**src/rtl/mem_seq_pkg.sv**
```systemverilog
// Shared types and constants for the scan-match memory read sequencer.
//   state_e      : sequencer FSM states
//   DEFAULT_DATA : data returned on a lookup timeout (all ones, truncated to DW)
//   TIMEOUT_DEF  : default WAIT-cycle budget; TCNT_W is the matching counter width
package mem_seq_pkg;

    typedef enum logic [1:0] {
        IDLE  = 2'd0,
        ISSUE = 2'd1,
        WAIT  = 2'd2,
        RESP  = 2'd3
    } state_e;

    localparam logic [31:0] DEFAULT_DATA = '1;
    localparam int unsigned TIMEOUT_DEF  = 72;
    localparam int unsigned TCNT_W       = $clog2(TIMEOUT_DEF);

endpackage

```
**src/rtl/rr_arbiter.sv**
```systemverilog
// Round-robin arbiter with a registered priority pointer.
// Ports:
//   CLK    in  1     clock
//   RST_N  in  1     synchronous active-low reset (pointer -> client 0)
//   REQ    in  NREQ  request vector
//   ADV    in  1     advance strobe: move priority past the client in WIN
//   WIN    in  NREQ  one-hot client that was served
//   GNT_C  out NREQ  combinational one-hot grant (zero when no request)
module rr_arbiter #(
    parameter int unsigned NREQ = 2
) (
    input  logic            CLK,
    input  logic            RST_N,
    input  logic [NREQ-1:0] REQ,
    input  logic            ADV,
    input  logic [NREQ-1:0] WIN,
    output logic [NREQ-1:0] GNT_C
);

    localparam int unsigned PW = (NREQ > 1) ? $clog2(NREQ) : 1;

    logic [PW-1:0]     ptr_q;
    logic [PW-1:0]     ptr_d;
    logic [2*NREQ-1:0] req_dbl;
    logic [NREQ-1:0]   req_rot;
    logic [NREQ-1:0]   pick_rot;
    logic [2*NREQ-1:0] pick_dbl;

    // Rotate so the pointer client sits at bit 0, take the lowest set bit, rotate back.
    always_comb begin
        req_dbl  = {REQ, REQ} >> ptr_q;
        req_rot  = req_dbl[NREQ-1:0];
        pick_rot = req_rot & (~req_rot + NREQ'(1));
        pick_dbl = {pick_rot, pick_rot} << ptr_q;
        GNT_C    = pick_dbl[2*NREQ-1:NREQ];
    end

    // Next pointer: the client just after the one served.
    always_comb begin
        ptr_d = ptr_q;
        if (ADV) begin
            for (int k = 0; k < int'(NREQ); k++) begin
                if (WIN[k]) begin
                    ptr_d = (k == int'(NREQ) - 1) ? '0 : PW'(k + 1);
                end
            end
        end
    end

    always_ff @(posedge CLK) begin
        if (!RST_N) begin
            ptr_q <= '0;
        end else begin
            ptr_q <= ptr_d;
        end
    end

endmodule

```
**src/rtl/mem_read_sequencer.sv**
```systemverilog
// Shares the scan-match lookup memory between NREQ clients. Each lookup restarts the
// memory counter, drives the address, waits for the active-low match strobe and returns
// the captured data (or all-ones with RSP_ERR on timeout) to the granted client.
// Ports:
//   CLK, RST_N  clock, synchronous active-low reset
//   REQ         per-client level request, held until GNT
//   REQ_ADDR    client i address at [i*AW +: AW]
//   GNT         one-hot 1-cycle accept pulse
//   RSP_VALID   one-hot 1-cycle response pulse
//   RSP_DATA    lookup result (held until next response)
//   RSP_ERR     timeout flag (held until next response)
//   BUSY        high whenever not IDLE
//   MEM_RST     active-high memory counter reset
//   MEM_ADD     address to memory
//   MEM_CLR     active-low match strobe from memory
//   MEM_DATA    memory data, valid while MEM_CLR is low
module mem_read_sequencer
    import mem_seq_pkg::*;
#(
    parameter int unsigned NREQ    = 2,
    parameter int unsigned AW      = 6,
    parameter int unsigned DW      = 6,
    parameter int unsigned TIMEOUT = TIMEOUT_DEF
) (
    input  logic             CLK,
    input  logic             RST_N,
    input  logic [NREQ-1:0]  REQ,
    input  logic [NREQ*AW-1:0] REQ_ADDR,
    output logic [NREQ-1:0]  GNT,
    output logic [NREQ-1:0]  RSP_VALID,
    output logic [DW-1:0]    RSP_DATA,
    output logic             RSP_ERR,
    output logic             BUSY,
    output logic             MEM_RST,
    output logic [AW-1:0]    MEM_ADD,
    input  logic             MEM_CLR,
    input  logic [DW-1:0]    MEM_DATA
);

    localparam int unsigned TW = $clog2(TIMEOUT);

    state_e          state_q, state_d;
    logic [NREQ-1:0] win_q, win_d;
    logic [AW-1:0]   addr_q, addr_d;
    logic [TW-1:0]   wcnt_q, wcnt_d;
    logic [NREQ-1:0] gnt_q, gnt_d;
    logic [NREQ-1:0] rsp_valid_q, rsp_valid_d;
    logic [DW-1:0]   rsp_data_q, rsp_data_d;
    logic            rsp_err_q, rsp_err_d;
    logic            busy_q, busy_d;
    logic            mem_rst_q, mem_rst_d;
    logic            arb_adv;
    logic [NREQ-1:0] arb_gnt_c;

    rr_arbiter #(
        .NREQ (NREQ)
    ) u_arb (
        .CLK   (CLK),
        .RST_N (RST_N),
        .REQ   (REQ),
        .ADV   (arb_adv),
        .WIN   (win_q),
        .GNT_C (arb_gnt_c)
    );

    // Next-state and next-output logic.
    always_comb begin
        state_d     = state_q;
        win_d       = win_q;
        addr_d      = addr_q;
        wcnt_d      = wcnt_q;
        gnt_d       = '0;
        rsp_valid_d = '0;
        rsp_data_d  = rsp_data_q;
        rsp_err_d   = rsp_err_q;
        arb_adv     = 1'b0;

        unique case (state_q)
            IDLE: begin
                if (|REQ) begin
                    win_d   = arb_gnt_c;
                    gnt_d   = arb_gnt_c;
                    state_d = ISSUE;
                    for (int i = 0; i < int'(NREQ); i++) begin
                        if (arb_gnt_c[i]) begin
                            addr_d = REQ_ADDR[i*AW +: AW];
                        end
                    end
                end
            end
            ISSUE: begin
                wcnt_d  = '0;
                state_d = WAIT;
            end
            WAIT: begin
                // First WAIT cycle carries a stale compare from the counter reset.
                if ((wcnt_q != '0) && !MEM_CLR) begin
                    rsp_data_d  = MEM_DATA;
                    rsp_err_d   = 1'b0;
                    rsp_valid_d = win_q;
                    state_d     = RESP;
                end else if (wcnt_q == TW'(TIMEOUT - 1)) begin
                    rsp_data_d  = DW'(DEFAULT_DATA);
                    rsp_err_d   = 1'b1;
                    rsp_valid_d = win_q;
                    state_d     = RESP;
                end else begin
                    wcnt_d = wcnt_q + TW'(1);
                end
            end
            RESP: begin
                arb_adv = 1'b1;
                state_d = IDLE;
            end
            default: begin
                state_d = IDLE;
            end
        endcase

        busy_d    = (state_d != IDLE);
        mem_rst_d = (state_d != WAIT);
    end

    always_ff @(posedge CLK) begin
        if (!RST_N) begin
            state_q     <= IDLE;
            win_q       <= '0;
            addr_q      <= '0;
            wcnt_q      <= '0;
            gnt_q       <= '0;
            rsp_valid_q <= '0;
            rsp_data_q  <= '0;
            rsp_err_q   <= 1'b0;
            busy_q      <= 1'b0;
            mem_rst_q   <= 1'b1;
        end else begin
            state_q     <= state_d;
            win_q       <= win_d;
            addr_q      <= addr_d;
            wcnt_q      <= wcnt_d;
            gnt_q       <= gnt_d;
            rsp_valid_q <= rsp_valid_d;
            rsp_data_q  <= rsp_data_d;
            rsp_err_q   <= rsp_err_d;
            busy_q      <= busy_d;
            mem_rst_q   <= mem_rst_d;
        end
    end

    assign GNT       = gnt_q;
    assign RSP_VALID = rsp_valid_q;
    assign RSP_DATA  = rsp_data_q;
    assign RSP_ERR   = rsp_err_q;
    assign BUSY      = busy_q;
    assign MEM_RST   = mem_rst_q;
    assign MEM_ADD   = addr_q;

endmodule

```
**config.mk**
```make
export PLATFORM = sky130hd
export DESIGN_NAME = mem_read_sequencer
export DESIGN_NICKNAME = d
export VERILOG_FILES = /design/src/rtl/mem_seq_pkg.sv /design/src/rtl/rr_arbiter.sv /design/src/rtl/mem_read_sequencer.sv
export SDC_FILE = /design/constraint.sdc
export NUM_CORES = 1
export LEC_CHECK = 0
export ABC_AREA = 1
export BUFFER_PORTS_ARGS = -buffer_cell sky130_fd_sc_hd__buf_2
export CORE_ASPECT_RATIO = 0.5
export CORE_UTILIZATION = 54
export CTS_BUF_LIST = sky130_fd_sc_hd__clkbuf_16
export DETAILED_ROUTE_END_ITERATION = 12
export PLACE_DENSITY = 0.83
export SYNTH_ARGS = -nofsm -noshare
export SYNTH_HDL_FRONTEND = slang
export SYNTH_SLANG_ARGS = --single-unit
```
**constraint.sdc**
```tcl
create_clock -name CLK -period 2.65 [get_ports CLK]
set_clock_uncertainty 0.15 [all_clocks]
set_input_delay 0.265 -clock CLK [delete_from_list [all_inputs] [get_ports CLK]]
set_output_delay 0.265 -clock CLK [all_outputs]
set_load 0.02 [all_outputs]
```
==> out/qor.txt, run 1 <==
==================================================================================
Clock buffer count from CTS                                                      5
Overall die height                                                         38.6 um
Cell count after placement                                                     267
Fraction of final layout cells sized beyond drive strength 1                 25.1%
Outcome                                                                  completed
DRC violation count after routing                                                0
Final weighted congestion in routability-driven placement                    0.901
Setup Viol. Count Final                                                          0
Number of placement rows                                                        12
Number of detailed-route iterations in the first pass                            5
Die Area                                                                 2910 um^2
Crit path time final                                                       1.94 ns
Aggregate global routing overflow                                                0
Setup_tns                                                                     0 ns
Min-Delay Path Depth                                                             3
Max-slew violation count                                                         0
Global routing met3 resource utilization                                     9.64%
Placeable Area                                                           2370 um^2
Via density per instance                                                      5.24
Kind of capture point of the worst setup path                             register
Number of cells upsized or downsized after cts                                   0
Non-Filler Instances                                                           274
Post-synth cell types                                                           25
Signed area change from the synthesized netlist to the final layout          23.6%
Synthesized area divided by synthesized cell count                       7.36 um^2
TritonCTS clock tree                                                          done
Worst-case setup margin in the final layout                               0.708 ns
I/O pins                                                                        42
Detailed Place HPWL                                                        2390 um
Count of buffers inserted at the top-level ports                                41
Number of H-tree levels                                                          2
Cells on worst reg2reg path                                                      8
Post-synthesis instance area                                             1450 um^2
Overall die width                                                          75.3 um
Slew at the pin with the worst max-slew slack                             0.591 ns
Max cap viols                                                                    0
Max Fanout on Critical Path                                                     13
Sequential-to-total area share from yosys stat                               42.8%
Number of hold buffers added after cts                                           0
Number of diodes                                                                 0
Yosys warning total                                                              0
Global-route wire length before repair                                     5550 um
Cell Pwr Density                                                       832 nW/um^2
Pre-CTS setup slack                                                       0.777 ns
Post-CTS setup buffers                                                           0
Met2 track demand over resource in global routing                            46.2%
Number of storage elements in the synthesis netlist                             31
Total vias in the final route                                                 1435
Hold violation total from the final report                                       0
Slew headroom                                                                60.6%
Number of global-route vias before repair                                     1265
Data required time at the worst endpoint                                   2.70 ns
Kind of path behind the tightest hold check                              in -> reg
Fill count                                                                     185
Post-route fraction of the period consumed by the critical path              73.3%
Tot GR Track Use                                                             27.5%
FMAX                                                                       515 MHz
Clock latency at the later pin of the worst-skew pair                      0.27 ns
Post-route antenna net violation count                                           0
Setup crit start kind                                                     register
CTS clock-pin slew for the worst setup and hold paths                      0.05 ns
Setup repair after global routing missed its margin                             no
Number of nets in the layout                                                   268
Peak VDD IR                                                               0.509 mV
Sink count of the clock tree                                                    31
Worst setup path category                                               reg -> reg
Antenna violations before repair                                                 0
Drt total wl                                                               3390 um
First DRT Iteration DRCs                                                       153
Effective utilization at floorplan                                           61.1%
Pin count of the biggest net entering global routing                            24
LEAKAGE                                                                0.000846 uW
Final routed wire length divided by cell count                             12.4 um
Worst Path Arrival                                                         1.99 ns
Worst hold slack                                                          0.103 ns
Synthesized instance count                                                     197
Library cell used as clock root buffer                                sky130_fd_sc_hd__clkbuf_16
Busiest metal layer after global routing                                      met2
Number of nets in the synthesized netlist                                      226
Max Root-Sink Buffers                                                            2
Met1 track demand over resource in global routing                            33.1%
==================================================================================
[path summary, 6_finish.rpt]
| kind | startpoint | endpoint | slack (ns) |
|---|---|---|---|
| worst max-delay path | state_q[0] | wcnt_q[4] | 0.71 |
| worst min register to register | RSP_ERR | RSP_ERR | 0.30 |
| worst max register to register | state_q[0] | wcnt_q[4] | 0.71 |
| worst min-delay path | REQ_ADDR[1] | MEM_ADD[1] | 0.10 |
[cells in the final DEF (no fill, tap or decap), types with 2 or more instances in the layout]
cell type                    n
sky130_fd_sc_hd__nand4_1     2
sky130_fd_sc_hd__inv_2       2
sky130_fd_sc_hd__a31oi_1     6
sky130_fd_sc_hd__buf_2      41
sky130_fd_sc_hd__nor2_1     21
sky130_fd_sc_hd__dfxtp_1    31
sky130_fd_sc_hd__nand3_2     2
sky130_fd_sc_hd__nand3_1    14
sky130_fd_sc_hd__ha_1        6
sky130_fd_sc_hd__inv_1      19
sky130_fd_sc_hd__a21oi_1    18
sky130_fd_sc_hd__nand2_2     5
sky130_fd_sc_hd__o21ai_0    13
sky130_fd_sc_hd__clkbuf_16   5
sky130_fd_sc_hd__nand2_1    44
[layout make-up]
| cell class | instances | area [um^2] | share of cell area [%] |
|---|---|---|---|
| Timing Repair Buffer | 41 | 205 | 11.5 |
| Clock buffer | 5 | 125 | 6.98 |
| Clock inverter | 2 | 8.76 | 0.489 |
| Inverter | 21 | 78.8 | 4.40 |
| Sequential cell | 31 | 621 | 34.6 |
| Multi-Input combinational cell | 139 | 709 | 39.6 |
| Tap cell | 35 | 43.8 | 2.44 |
[through the flow]
stage | util (%) | instance area [um^2] | total power, uW
final | 75.5 | 1790 | 1490
after floorplan | - | 1450 | 863
after detailed placement | 69.9 | 1660 | 964
after global placement | 69.9 | 1660 | 949
after global routing | 75.5 | 1790 | 1570
after CTS | 75.5 | 1790 | 1490
[routing by layer]
metal  routed length (um)  share of wire (%)
met1                 1520                 45
met2                 1540                 45
met3                  298                8.8
met4                   36                1.1
met5                    0                  0
[registers in the layout, summed over array words and instances, names as in the netlist]
signal	flops
wcnt_q	7
MEM_ADD	6
RSP_DATA	6
GNT	2
RSP_VALID	2
state_q	2
win_q	2
BUSY	1
MEM_RST	1
RSP_ERR	1
u_arb.ptr_q	1
[worst max-delay path, cell delays in order, from the launching register on]
cell and delay (ns):
sky130_fd_sc_hd__dfxtp_1 0.32, sky130_fd_sc_hd__inv_1 0.11, sky130_fd_sc_hd__ha_1 0.46, sky130_fd_sc_hd__inv_1 0.26, sky130_fd_sc_hd__nand2_1 0.12, sky130_fd_sc_hd__nand2_2 0.08
sky130_fd_sc_hd__nand2_2 0.15, sky130_fd_sc_hd__nand2_1 0.07, sky130_fd_sc_hd__a21oi_1 0.15
[cell usage after synthesis, drive strengths merged]
master,n,area share [%]
nand2,50,14
dfxtp,31,43
nor2,22,6.2
inv,21,5.4
a21oi,19,6.8
nand3,16,6.2
o21ai,15,5.4
a31oi,6,2.6
ha,6,5.2
buf,3,1.8
clkbuf,3,1.0
nand4,2,0.86
a211oi,1,0.52
nor3,1,0.34
o22ai,1,0.43
[kinds of logic (layout without fill, tap and decap cells)]
| kind of cell | count (synthesis) | in the layout | share of synthesized area, % |
|---|---|---|---|
| AO/OA/AOI/OAI | 42 | 42 | 15.8 |
| adder cells (fa/ha/maj) | 6 | 6 | 5.18 |
| buffers and inverters | 27 | 69 | 8.28 |
| flip-flops | 31 | 31 | 42.8 |
| AND/OR/NAND/NOR | 91 | 91 | 28.0 |
[power by group]
group	total (uW)	internal (uW)	switching, uW
combinational	392	125	267
sequential	572	532	40.8
clock	526	336	190
Note: power is estimated with default switching activity, not from simulation.
==> inputs of run 2 (changes only) <==
--- a/config.mk
+++ b/config.mk
@@ -5,13 +5,13 @@
 export SDC_FILE = /design/constraint.sdc
 export NUM_CORES = 1
 export LEC_CHECK = 0
-export ABC_AREA = 1
+export ABC_AREA = 0
 export BUFFER_PORTS_ARGS = -buffer_cell sky130_fd_sc_hd__buf_2
 export CORE_ASPECT_RATIO = 0.5
-export CORE_UTILIZATION = 54
+export CORE_UTILIZATION = 45
 export CTS_BUF_LIST = sky130_fd_sc_hd__clkbuf_16
 export DETAILED_ROUTE_END_ITERATION = 12
-export PLACE_DENSITY = 0.83
+export PLACE_DENSITY = 0.74
 export SYNTH_ARGS = -nofsm -noshare
 export SYNTH_HDL_FRONTEND = slang
 export SYNTH_SLANG_ARGS = --single-unit
==> constraint.sdc (replaced) <==
create_clock -name CLK -period 1.62 [get_ports CLK]
set_clock_uncertainty 0.15 [all_clocks]
set_input_delay 0.162 -clock CLK [delete_from_list [all_inputs] [get_ports CLK]]
set_output_delay 0.162 -clock CLK [all_outputs]
set_load 0.02 [all_outputs]
==> run 2 against run 1 <==
  * Power is 94% higher
  * Combinational power rose to 2.7 times the previous value
  * Clock-buffer cell count is the same
  * Routed wire length up 1.1%
  * Die area is 15% higher
  * Flip-flop and latch count unchanged
  * Utilization decreased by 4.3 points
  * Clock power increased by 62%
  * Cell area is 9.9% higher
  * Final cell count decreased by 13%
  * Highest routed layer unchanged
==> out/qor.txt, run 2 <==
==================================================================================
Post-route antenna net violation count                                           0   unchanged
Sink count of the clock tree                                                    31   unchanged
Setup repair after global routing missed its margin                            yes
Slew at the pin with the worst max-slew slack                             0.480 ns   -0.111 ns
CTS clock-pin slew for the worst setup and hold paths                      0.05 ns   about the same
Number of detailed-route iterations in the first pass                            4   -1
Count of buffers inserted at the top-level ports                                41   unchanged
Cell-internal power                                                        1920 uW   +93%
Data required time at the worst endpoint                                   1.64 ns   -1.06 ns
Delay of the slowest critical-path stage                                   0.39 ns   -0.07 ns
Switching fraction of total power                                            33.6%   +0.27 points
Library cell used as clock root buffer                                sky130_fd_sc_hd__clkbuf_16
Tot GR Track Use                                                             21.7%   -5.8 points
Die Area                                                                 3330 um^2   +15%
Cell Pwr Density                                                      1470 nW/um^2   +76%
Most common cell in the synthesized netlist                           sky130_fd_sc_hd__dfxtp_1
Commonest non-fill, non-tap cell in the layout                        sky130_fd_sc_hd__buf_2
Part of the total power dissipated in the clock network                      29.5%   -5.8 points
Signed area change from the synthesized netlist to the final layout          41.5%
Setup Viol. Count Final                                                          0   unchanged
Final routed wire length divided by cell count                             14.3 um   +16%
Setup crit start kind                                                     register
Top library cells by usage in the layout, fill and taps aside         sky130_fd_sc_hd__buf_2, sky130_fd_sc_hd__dfxtp_1, sky130_fd_sc_hd__buf_4, sky130_fd_sc_hd__nor2_1, sky130_fd_sc_hd__nand2_1
Register containing the most flip-flops in the final layout                 wcnt_q
Fill count                                                                     204   +10%
Aggregate global routing overflow                                                0   unchanged
LEAKAGE                                                                0.000896 uW   +6.0%
Number of storage elements in the synthesis netlist                             31   unchanged
Number of placement rows                                                        13   +1
Antenna violations before repair                                                 0   unchanged
Number of nets in the synthesized netlist                                      171   -24%
Final weighted congestion in routability-driven placement                    0.821   -8.9%
Hold violation total from the final report                                       0   unchanged
Busiest metal layer after global routing                                      met2
Global-route wire length before repair                                     4930 um   -11%
Global routing met3 resource utilization                                     9.13%   -0.50 points
Peak VDD IR                                                               0.730 mV   +43%
Clock buffer count from CTS                                                      5   unchanged
Outcome                                                                  completed
First DRT Iteration DRCs                                                        68   -56%
Synthesized area divided by synthesized cell count                       9.80 um^2   +33%
Synthesized instance count                                                     142   -28%
Worst Path Arrival                                                         1.63 ns   -0.36 ns
Drt total wl                                                               3430 um   +1.1%
Net switching power                                                         973 uW   +96%
Max Root-Sink Buffers                                                            2   unchanged
Share of power burned in combinational logic                                 36.9%   +11 points
Clock latency at the later pin of the worst-skew pair                      0.27 ns   about the same
Total vias in the final route                                                 1306   -9.0%
Async set-reset flop share out of synthesis                                     0%   unchanged
Critical path, cell by cell                                           nor3_1 > a21o_4 > a21oi_4 > o221a_4
Pin count of the biggest net entering global routing                            13   -46%
Power consumption                                                          2890 uW   +94%
Max reg flops                                                                    7   unchanged
FMAX                                                                       619 MHz   +20%
Post-synth cell types                                                           36   +44%
I/O pins                                                                        42   unchanged
TritonCTS clock tree                                                          done
Yosys warning total                                                              0   unchanged
Overall die width                                                          80.6 um   +7.1%
Setup_tns                                                                     0 ns   unchanged
Kind of capture point of the worst setup path                             register
Commonest cells post-synth                                            sky130_fd_sc_hd__dfxtp_1, sky130_fd_sc_hd__nor2_1, sky130_fd_sc_hd__nand2_1
Sequential Power Share                                                       33.6%   -4.8 points
Post-route fraction of the period consumed by the critical path              99.7%   +26 points
Detailed Place HPWL                                                        2370 um   -1.0%
Critical-path cell with the highest stage delay                       sky130_fd_sc_hd__nor3_1
Max-slew violation count                                                         0   unchanged
Cells on worst reg2reg path                                                      4   -4
Effective utilization at floorplan                                           50.3%   -11 points
Post-synthesis instance area                                             1390 um^2   -4.1%
Slew headroom                                                                68.0%   +7.4 points
Met1 track demand over resource in global routing                            27.7%   -5.4 points
Worst setup path category                                               reg -> reg
Number of H-tree levels                                                          2   unchanged
Number of diodes                                                                 0   unchanged
Crit path time final                                                       1.61 ns   -0.327 ns
Via density per instance                                                      5.46   +4.3%
Placeable Area                                                           2770 um^2   +17%
Min-Delay Path Depth                                                             2   -1
Max cap viols                                                                    0   unchanged
Most instantiated flip-flop cell in the synthesis netlist             sky130_fd_sc_hd__dfxtp_1
Overall die height                                                         41.3 um   +6.9%
Sequential-to-total area share from yosys stat                               44.6%   +1.8 points
Max Fanout on Critical Path                                                      6   -7
Proportion of netlist area held by the largest area contributor              44.6%   +1.8 points
Count of flip-flops with a built-in enable after synthesis                       0   unchanged
Fraction of final layout cells sized beyond drive strength 1                 46.5%   +21 points
Kind of path behind the tightest hold check                              in -> reg
Met2 track demand over resource in global routing                            32.6%   -14 points
Largest cells by area after synthesis                                 sky130_fd_sc_hd__dfxtp_1, sky130_fd_sc_hd__ha_1, sky130_fd_sc_hd__mux2i_1, sky130_fd_sc_hd__o221a_2, sky130_fd_sc_hd__a211oi_1
DRC violation count after routing                                                0   unchanged
Number of global-route vias before repair                                     1054   -17%
Number of nets in the layout                                                   231   -14%
Cell type contributing the most total cell area after synthesis       sky130_fd_sc_hd__dfxtp_1
==================================================================================
==> run 2: cell count changes after synthesis, moves of 5 or more <==
| cell | change |
|---|---|
| sky130_fd_sc_hd__nand2_2 | -5 |
| sky130_fd_sc_hd__a21oi_1 | -11 |
| sky130_fd_sc_hd__nand2_1 | -34 |
| sky130_fd_sc_hd__nor2_1 | -10 |
| sky130_fd_sc_hd__a211oi_1 | +6 |
| sky130_fd_sc_hd__inv_1 | -12 |
| sky130_fd_sc_hd__nand3_1 | -11 |
| sky130_fd_sc_hd__o21ai_0 | -9 |
| sky130_fd_sc_hd__o221a_2 | +6 |
| sky130_fd_sc_hd__mux2i_1 | +7 |
| sky130_fd_sc_hd__and2_1 | +5 |
==> run 2: logic make-up (layout without fill, tap and decap cells) <==
group	Yosys count	in the layout	synth area share, %
flops	31	31	44.6
xor+xnor	1	1	0.630
mux	7	7	5.04
simple gates	47	47	19.7
fa+ha+maj	6	6	5.40
buf+inv	12	71	3.24
compound gates	38	39	21.4
==> run 2: power by group through the flow <==
| stage | sequential (uW) | combinational (uW) | clock (uW) |
|---|---|---|---|
| floorplan | 1090 | 467 | 0 |
| global placement | 972 | 938 | 0 |
| detailed placement | 973 | 960 | 0 |
| CTS | 960 | 986 | 869 |
| global route | 990 | 1150 | 916 |
| finish | 972 | 1070 | 852 |
==> run 2: final timing paths <==
| check | from | endpoint | slack (ns) |
|---|---|---|---|
| min | MEM_DATA[1] | RSP_DATA[1] | 0.004 |
| min reg2reg | MEM_ADD[3] | MEM_ADD[3] | 0.34 |
| max reg2reg | wcnt_q[5] | RSP_DATA[1] | 0.005 |
| max | wcnt_q[5] | RSP_DATA[1] | 0.005 |
==> run 2: timing repair <==
item,4_1_cts,5_1_grt
gates cloned,1,0
gates resized for setup,2,26
pin swaps,3,6
buffers inserted,0,0
endpoints found under the hold margin,1,0
hold buffers,1,0
setup endpoints to repair,12,23
==> run 2: routing by layer <==
layer | up-vias | share of wire [%]
li1 | 655 | -
met5 | - | 0
met1 | 598 | 48
met2 | 47 | 45
met4 | 0 | 1.1
met3 | 6 | 5.3
==> run 2: cell type report <==
cell class              count  area, um^2  share of cell area (%)
repair buffers             57         328                    16.6
multi-input cells         100         805                    40.9
clock inverters             2        8.76                   0.445
clock buffers               5         125                    6.35
flip-flops and latches     31         631                    32.0
inverters                   7        26.3                    1.33
well taps                  37        46.3                    2.35
==> run 2: worst max-delay path: cells and delay by family, from the launching register on <==
| kind | cells | cell delay [ns] |
|---|---|---|
| AOI/OAI and AO/OA | 3 | 0.62 |
| DFF | 1 | 0.35 |
| and+or+nand+nor | 1 | 0.39 |
==> run 2: metrics by stage <==
stage / hold slack, ns / worst slack [ns] / std cells / util, % / instance area [um^2]
3_3_place_gp: 0.276 / 0.00307 / 230 / 62.9 / 1740
3_5_place_dp: 0.283 / -0.0702 / 230 / 62.9 / 1740
4_1_cts: 0.00255 / -0.0407 / 239 / 68.6 / 1900
5_1_grt: 0.00490 / -0.0651 / 239 / 71.2 / 1970
6_report: 0.00446 / 0.00510 / 239 / 71.2 / 1970
2_1_floorplan: 0.157 / 0.00531 / 142 / - / 1390
